File: src/rtl/aim_pkg.sv
// Shared defaults and FSM encoding for the AIM spike monitor.
// Detector states: IDLE = armed with no prior spike, REFRACT = just fired, ARMED = re-armed after a spike.
package aim_pkg;
    localparam int                 AIM_DATA_W     = 16;
    localparam logic signed [15:0] AIM_THRESH     = 16'sd30;
    localparam logic signed [15:0] AIM_REARM      = 16'sd0;
    localparam int                 AIM_ISI_W      = 16;
    localparam int                 AIM_CNT_W      = 16;
    localparam int                 AIM_FIFO_DEPTH = 4;

    typedef enum logic [1:0] {
        ST_IDLE    = 2'd0,
        ST_REFRACT = 2'd1,
        ST_ARMED   = 2'd2
    } aim_state_t;
endpackage

File: src/rtl/aim_isi_fifo.sv
// Synchronous show-ahead FIFO for inter-spike intervals; head is zero while empty.
// A push into a full FIFO is accepted only when a pop happens on the same edge.
module aim_isi_fifo #(
    parameter int DEPTH = 4,
    parameter int W     = 16
) (
    input  logic         clk,
    input  logic         rst,
    input  logic         clear,
    input  logic         push,
    input  logic [W-1:0] din,
    input  logic         pop,
    output logic [W-1:0] dout,
    output logic         full,
    output logic         empty
);
    localparam int AW = $clog2(DEPTH);

    logic [W-1:0]  r_mem [DEPTH];
    logic [AW-1:0] r_wr;
    logic [AW-1:0] r_rd;
    logic [AW:0]   r_cnt;
    logic          w_push_eff;
    logic          w_pop_eff;

    assign full       = (r_cnt == (AW+1)'(DEPTH));
    assign empty      = (r_cnt == '0);
    assign w_pop_eff  = pop & ~empty;
    assign w_push_eff = push & (~full | w_pop_eff);
    assign dout       = empty ? '0 : r_mem[r_rd];

    always_ff @(posedge clk or posedge rst) begin
        if (rst) begin
            r_wr  <= '0;
            r_rd  <= '0;
            r_cnt <= '0;
        end else if (clear) begin
            r_wr  <= '0;
            r_rd  <= '0;
            r_cnt <= '0;
        end else begin
            if (w_push_eff) r_wr <= r_wr + 1'b1;
            if (w_pop_eff)  r_rd <= r_rd + 1'b1;
            r_cnt <= r_cnt + (AW+1)'(w_push_eff) - (AW+1)'(w_pop_eff);
        end
    end

    // Storage needs no reset: dout is masked to zero whenever the FIFO is empty.
    always_ff @(posedge clk) begin
        if (w_push_eff && !clear) r_mem[r_wr] <= din;
    end
endmodule

File: src/rtl/aim_spike_monitor.sv
// Turns the AIM membrane-potential stream into spike pulses with re-arm hysteresis,
// a saturating spike count, and a FIFO of inter-spike intervals (valid/ready reader side).
module aim_spike_monitor
    import aim_pkg::*;
#(
    parameter int                        DATA_W     = AIM_DATA_W,
    parameter logic signed [DATA_W-1:0]  THRESH     = DATA_W'(AIM_THRESH),
    parameter logic signed [DATA_W-1:0]  REARM      = DATA_W'(AIM_REARM),
    parameter int                        ISI_W      = AIM_ISI_W,
    parameter int                        CNT_W      = AIM_CNT_W,
    parameter int                        FIFO_DEPTH = AIM_FIFO_DEPTH
) (
    input  logic                     clk,
    input  logic                     rst,
    input  logic                     in_valid,
    input  logic signed [DATA_W-1:0] in_neuron,
    input  logic                     enable,
    input  logic                     clear_stats,
    output logic                     spike,
    output logic [CNT_W-1:0]         spike_count,
    output logic [ISI_W-1:0]         isi_data,
    output logic                     isi_valid,
    input  logic                     isi_ready,
    output logic                     overflow,
    output aim_state_t               dbg_state
);
    // Reader handshake: isi_data is the FIFO head while isi_valid is high; the head
    // is consumed on any rising edge where isi_valid & isi_ready are both high.
    aim_state_t       r_state;
    aim_state_t       w_state_nxt;
    logic             w_accept;
    logic             w_fire;
    logic             w_push;
    logic             w_pop;
    logic             w_full;
    logic             w_empty;
    logic [ISI_W-1:0] r_isi;
    logic [ISI_W-1:0] w_isi_push_val;
    logic [CNT_W-1:0] r_count;
    logic             r_spike;
    logic             r_overflow;

    assign w_accept = in_valid & enable;

    always_comb begin
        w_state_nxt = r_state;
        w_fire      = 1'b0;
        w_push      = 1'b0;
        if (w_accept && !clear_stats) begin
            case (r_state)
                ST_IDLE: begin
                    if (in_neuron >= THRESH) begin
                        w_fire      = 1'b1;
                        w_state_nxt = ST_REFRACT;
                    end
                end
                ST_REFRACT: begin
                    if (in_neuron < REARM) w_state_nxt = ST_ARMED;
                end
                ST_ARMED: begin
                    if (in_neuron >= THRESH) begin
                        w_fire      = 1'b1;
                        w_push      = 1'b1;
                        w_state_nxt = ST_REFRACT;
                    end
                end
                default: w_state_nxt = ST_IDLE;
            endcase
        end
    end

    // The firing sample itself completes the interval, hence counter + 1.
    assign w_isi_push_val = (r_isi == '1) ? r_isi : r_isi + 1'b1;
    assign w_pop          = ~w_empty & isi_ready;

    always_ff @(posedge clk or posedge rst) begin
        if (rst) begin
            r_state    <= ST_IDLE;
            r_isi      <= '0;
            r_count    <= '0;
            r_spike    <= 1'b0;
            r_overflow <= 1'b0;
        end else if (clear_stats) begin
            r_state    <= ST_IDLE;
            r_isi      <= '0;
            r_count    <= '0;
            r_spike    <= 1'b0;
            r_overflow <= 1'b0;
        end else begin
            r_state <= w_state_nxt;
            r_spike <= w_fire;
            if (w_fire) begin
                r_isi <= '0;
            end else if (w_accept && (r_state != ST_IDLE) && (r_isi != '1)) begin
                r_isi <= r_isi + 1'b1;
            end
            if (w_fire && (r_count != '1)) r_count <= r_count + 1'b1;
            if (w_push && w_full && !w_pop) r_overflow <= 1'b1;
        end
    end

    aim_isi_fifo #(
        .DEPTH (FIFO_DEPTH),
        .W     (ISI_W)
    ) u_fifo (
        .clk   (clk),
        .rst   (rst),
        .clear (clear_stats),
        .push  (w_push),
        .din   (w_isi_push_val),
        .pop   (w_pop),
        .dout  (isi_data),
        .full  (w_full),
        .empty (w_empty)
    );

    assign isi_valid   = ~w_empty;
    assign spike       = r_spike;
    assign spike_count = r_count;
    assign overflow    = r_overflow;
    assign dbg_state   = r_state;
endmodule

File: config.mk
export PLATFORM = sky130hd
export DESIGN_NAME = aim_spike_monitor
export DESIGN_NICKNAME = d
export VERILOG_FILES = /design/src/rtl/aim_pkg.sv /design/src/rtl/aim_isi_fifo.sv /design/src/rtl/aim_spike_monitor.sv
export SDC_FILE = /design/constraint.sdc
export NUM_CORES = 1
export LEC_CHECK = 0
export CORE_MARGIN = 1.5
export CORE_UTILIZATION = 45
export DETAILED_ROUTE_END_ITERATION = 16
export PLACE_DENSITY = 0.63
export SYNTH_ARGS = -nofsm -noshare
export SYNTH_HDL_FRONTEND = slang
export SYNTH_HIERARCHICAL = 1
export SYNTH_SLANG_ARGS = --single-unit
File: constraint.sdc
create_clock -name clk -period 3.3 [get_ports clk]
set_input_delay 0.66 -clock clk [delete_from_list [all_inputs] [get_ports clk]]
set_output_delay 0.66 -clock clk [all_outputs]
set_load 0.05 [all_outputs]
==> impl_metrics.json <==
{
  "gp_congestion": 0.793,
  "synth_flop_cell": "edfxtp_1",
  "firstDrtPassIters": 4,
  "vdd_drop_max_uv": 270,
  "cp.arrival_ps": 2490,
  "path_clk_slew_ps": 70,
  "cts_resized": 0,
  "grt_pass1_wl_mm": 17.4,
  "via_per_inst": 5.59,
  "ys_ff_latch": 107,
  "required_ps": 2640,
  "h-tree-depth": 3,
  "core_sq_mm": 0.0115,
  "hold_ws_ps": 511,
  "timing.rr.end": "u_fifo/r_cnt[1]$_DFF_PP0_",
  "avgRoutedWirePerCell_um": 16.4,
  "post-route-min-period_ps": 3150,
  "post_cts_buffers": 0,
  "start_kind": "flip-flop",
  "synth_area_per_cell_sq_um": 12.8,
  "reg2regPathDepth": 9,
  "setup_ws_ps": 151,
  "die_h_um": 112,
  "setup_tns_ps": 0,
  "synth_warnings": 6,
  "post-dp-hpwl_mm": 6.94,
  "seq_area_sq_mm": 0.00300,
  "rows": 39,
  "clk_latency_ps": 340,
  "leakage_uw": 0.00246,
  "mostFrequentLayoutCells": "edfxtp_1, clkdlybuf4s50_1, dfrtp_1",
  "final_common_cell": "edfxtp_1",
  "n_fill_cell": 974,
  "whs_path_depth": 2,
  "drive_gt1_share_pct": 12.0,
  "io_pins": 59,
  "worstSetupPathType": "reg -> out",
  "diodes": 0,
  "cts_made_buffers": 9,
  "grt_setup_unrepaired": "no",
  "fmax_mhz": 318,
  "cts.path.max_buffers": 2,
  "syn_to_final_growth_pct": 20.4,
  "powerDensity_mw_per_mm2": 394,
  "cts_sinks": 107,
  "outcome": "finished, final reports clean",
  "grt-ovfl-total": 0,
  "max_cap_violations": 0,
  "drc": 0,
  "grt_usage_pct": 17.4,
  "postSynthCellCount": 414,
  "hold_class": "reg -> reg",
  "drtIter0Drc": 223,
  "start_util_pct": 46.3,
  "ys_types": 52,
  "fin_skew_ps": 8.11,
  "syn-num-nets": 444,
  "hold_violations": 0,
  "hold_end": "overflow$_DFFE_PP0P_",
  "grt_max_degree": 37,
  "cts_root_buffer": "clkbuf_16",
  "fin_area_sq_mm": 0.00639,
  "die-width_um": 112,
  "syn_area_sq_mm": 0.00531,
  "placed_area_sq_mm": 0.00612,
  "ant_nets": 0,
  "drt_wl_total_mm": 10.2,
  "power.total_uw": 2510,
  "nNetsFinal": 507,
  "cp-end-kind": "output port",
  "post-place-ws_ps": 245,
  "critPathMaxFanout": 18,
  "portBuffers": 57,
  "cts_tree": "done",
  "die-area_sq_mm": 0.0125,
  "setup_violations": 0,
  "slew_headroom_pct": 45.9,
  "grt_pass1_vias": 3484,
  "vias": 3495,
  "r2r-start": "u_fifo/r_cnt[1]$_DFF_PP0_",
  "tightest_slew_ps": 810,
  "finalCritPeriodShare_pct": 95.4,
  "multiInputGateArea_sq_mm": 0.00216,
  "seq_area_frac_synth_pct": 56.5,
  "hold_start": "overflow$_DFFE_PP0P_",
  "antenna_found_initial": 0,
  "regToRegSetupSlack_ps": 640,
  "synth_edf_count": 64,
  "hold_buffers": 0,
  "report.final.slew_viol_count": 0,
  "async_flop_share_pct": 40.2
}
critical path, cell delays in order, from the launching register on:
cell             delay [ps]
dfrtp_1                 850
mux4_1                  430
and2b_1                 180
clkdlybuf4s50_1         690
layout make-up:
cell class | count | area share, %
repair buffers | 73 | 11.8
clock inverters | 5 | 0.588
clock buffers | 11 | 3.64
multi-input cells | 278 | 33.8
well taps | 143 | 2.80
inverters | 8 | 0.470
flip-flops and latches | 107 | 46.9
through the flow:
stage	utilization [%]	std cells
5_1_grt	55.7	625
3_5_place_dp	53.3	609
4_1_cts	55.7	625
3_3_place_gp	53.3	609
2_1_floorplan	-	414
6_report	55.7	625
metal layers:
metal / GRT usage, % / wire length [um] / share of wire, %
met1: 22.6 / 4620 / 45
met2: 29.3 / 5150 / 50
met3: 3.32 / 298 / 2.9
met4: 6.33 / 176 / 1.7
met5: 0 / 0 / 0
worst max-delay path by stage:
stage | slack (ps) | endpoint | start | cells after the start
3_3_place_gp | 290 | u_fifo/r_cnt[2]$_DFF_PP0_ | in_neuron[13] | 13
5_1_grt | 40 | isi_data[1] | u_fifo/r_rd[1]$_DFFE_PP0P_ | 3
4_1_cts | 120 | isi_data[15] | u_fifo/r_rd[1]$_DFFE_PP0P_ | 3
6_report | 150 | isi_data[15] | u_fifo/r_rd[1]$_DFFE_PP0P_ | 3
3_5_place_dp | 240 | u_fifo/r_cnt[2]$_DFF_PP0_ | in_valid | 13
2_1_floorplan | 720 | u_fifo/r_cnt[1]$_DFF_PP0_ | u_fifo/r_cnt[1]$_DFF_PP0_ | 10
logic make-up after synthesis:
kind of cell    synth area share (%)
buf+inv                         2.99
compound gates                  7.26
flops                           56.5
xor+xnor                        3.80
mux                             8.79
fa+ha+maj                       2.03
simple gates                    18.6
registers in the layout (all words and copies together), names as in the netlist:
| name | count |
|---|---|
| u_fifo/r_rd | 2 |
| u_fifo/r_wr | 2 |
| overflow | 1 |
| u_fifo/r_cnt | 3 |
| spike_count | 16 |
| r_isi | 16 |
| spike | 1 |
| dbg_state | 2 |
| u_fifo/r_mem | 64 |
power by group:
part / switching (uW) / total (uW) / internal, uW
combinational: 69.9 / 116 / 46.1
clock: 458 / 976 / 518
sequential: 9.03 / 1420 / 1410
cells in the mapped netlist, types with 8 or more instances:
library cell | n | share of area (%)
edfxtp_1 | 64 | 36
dfrtp_1 | 43 | 20
nor2_1 | 35 | 2.5
nand2_1 | 31 | 2.2
a21oi_1 | 21 | 2.0
or4_1 | 16 | 2.3
xor2_1 | 16 | 2.6
o31ai_1 | 12 | 1.7
nor2b_1 | 10 | 1.2
nand3_1 | 9 | 0.85
and2_1 | 8 | 0.94
clkbuf_1 | 8 | 0.57
inv_1 | 8 | 0.57
mux4_1 | 8 | 4.0
mux4_2 | 8 | 3.4
nor2b_4 | 8 | 2.1
o211ai_1 | 8 | 1.1
o21ai_0 | 8 | 0.75
Note: power is estimated with default switching activity, not from simulation.
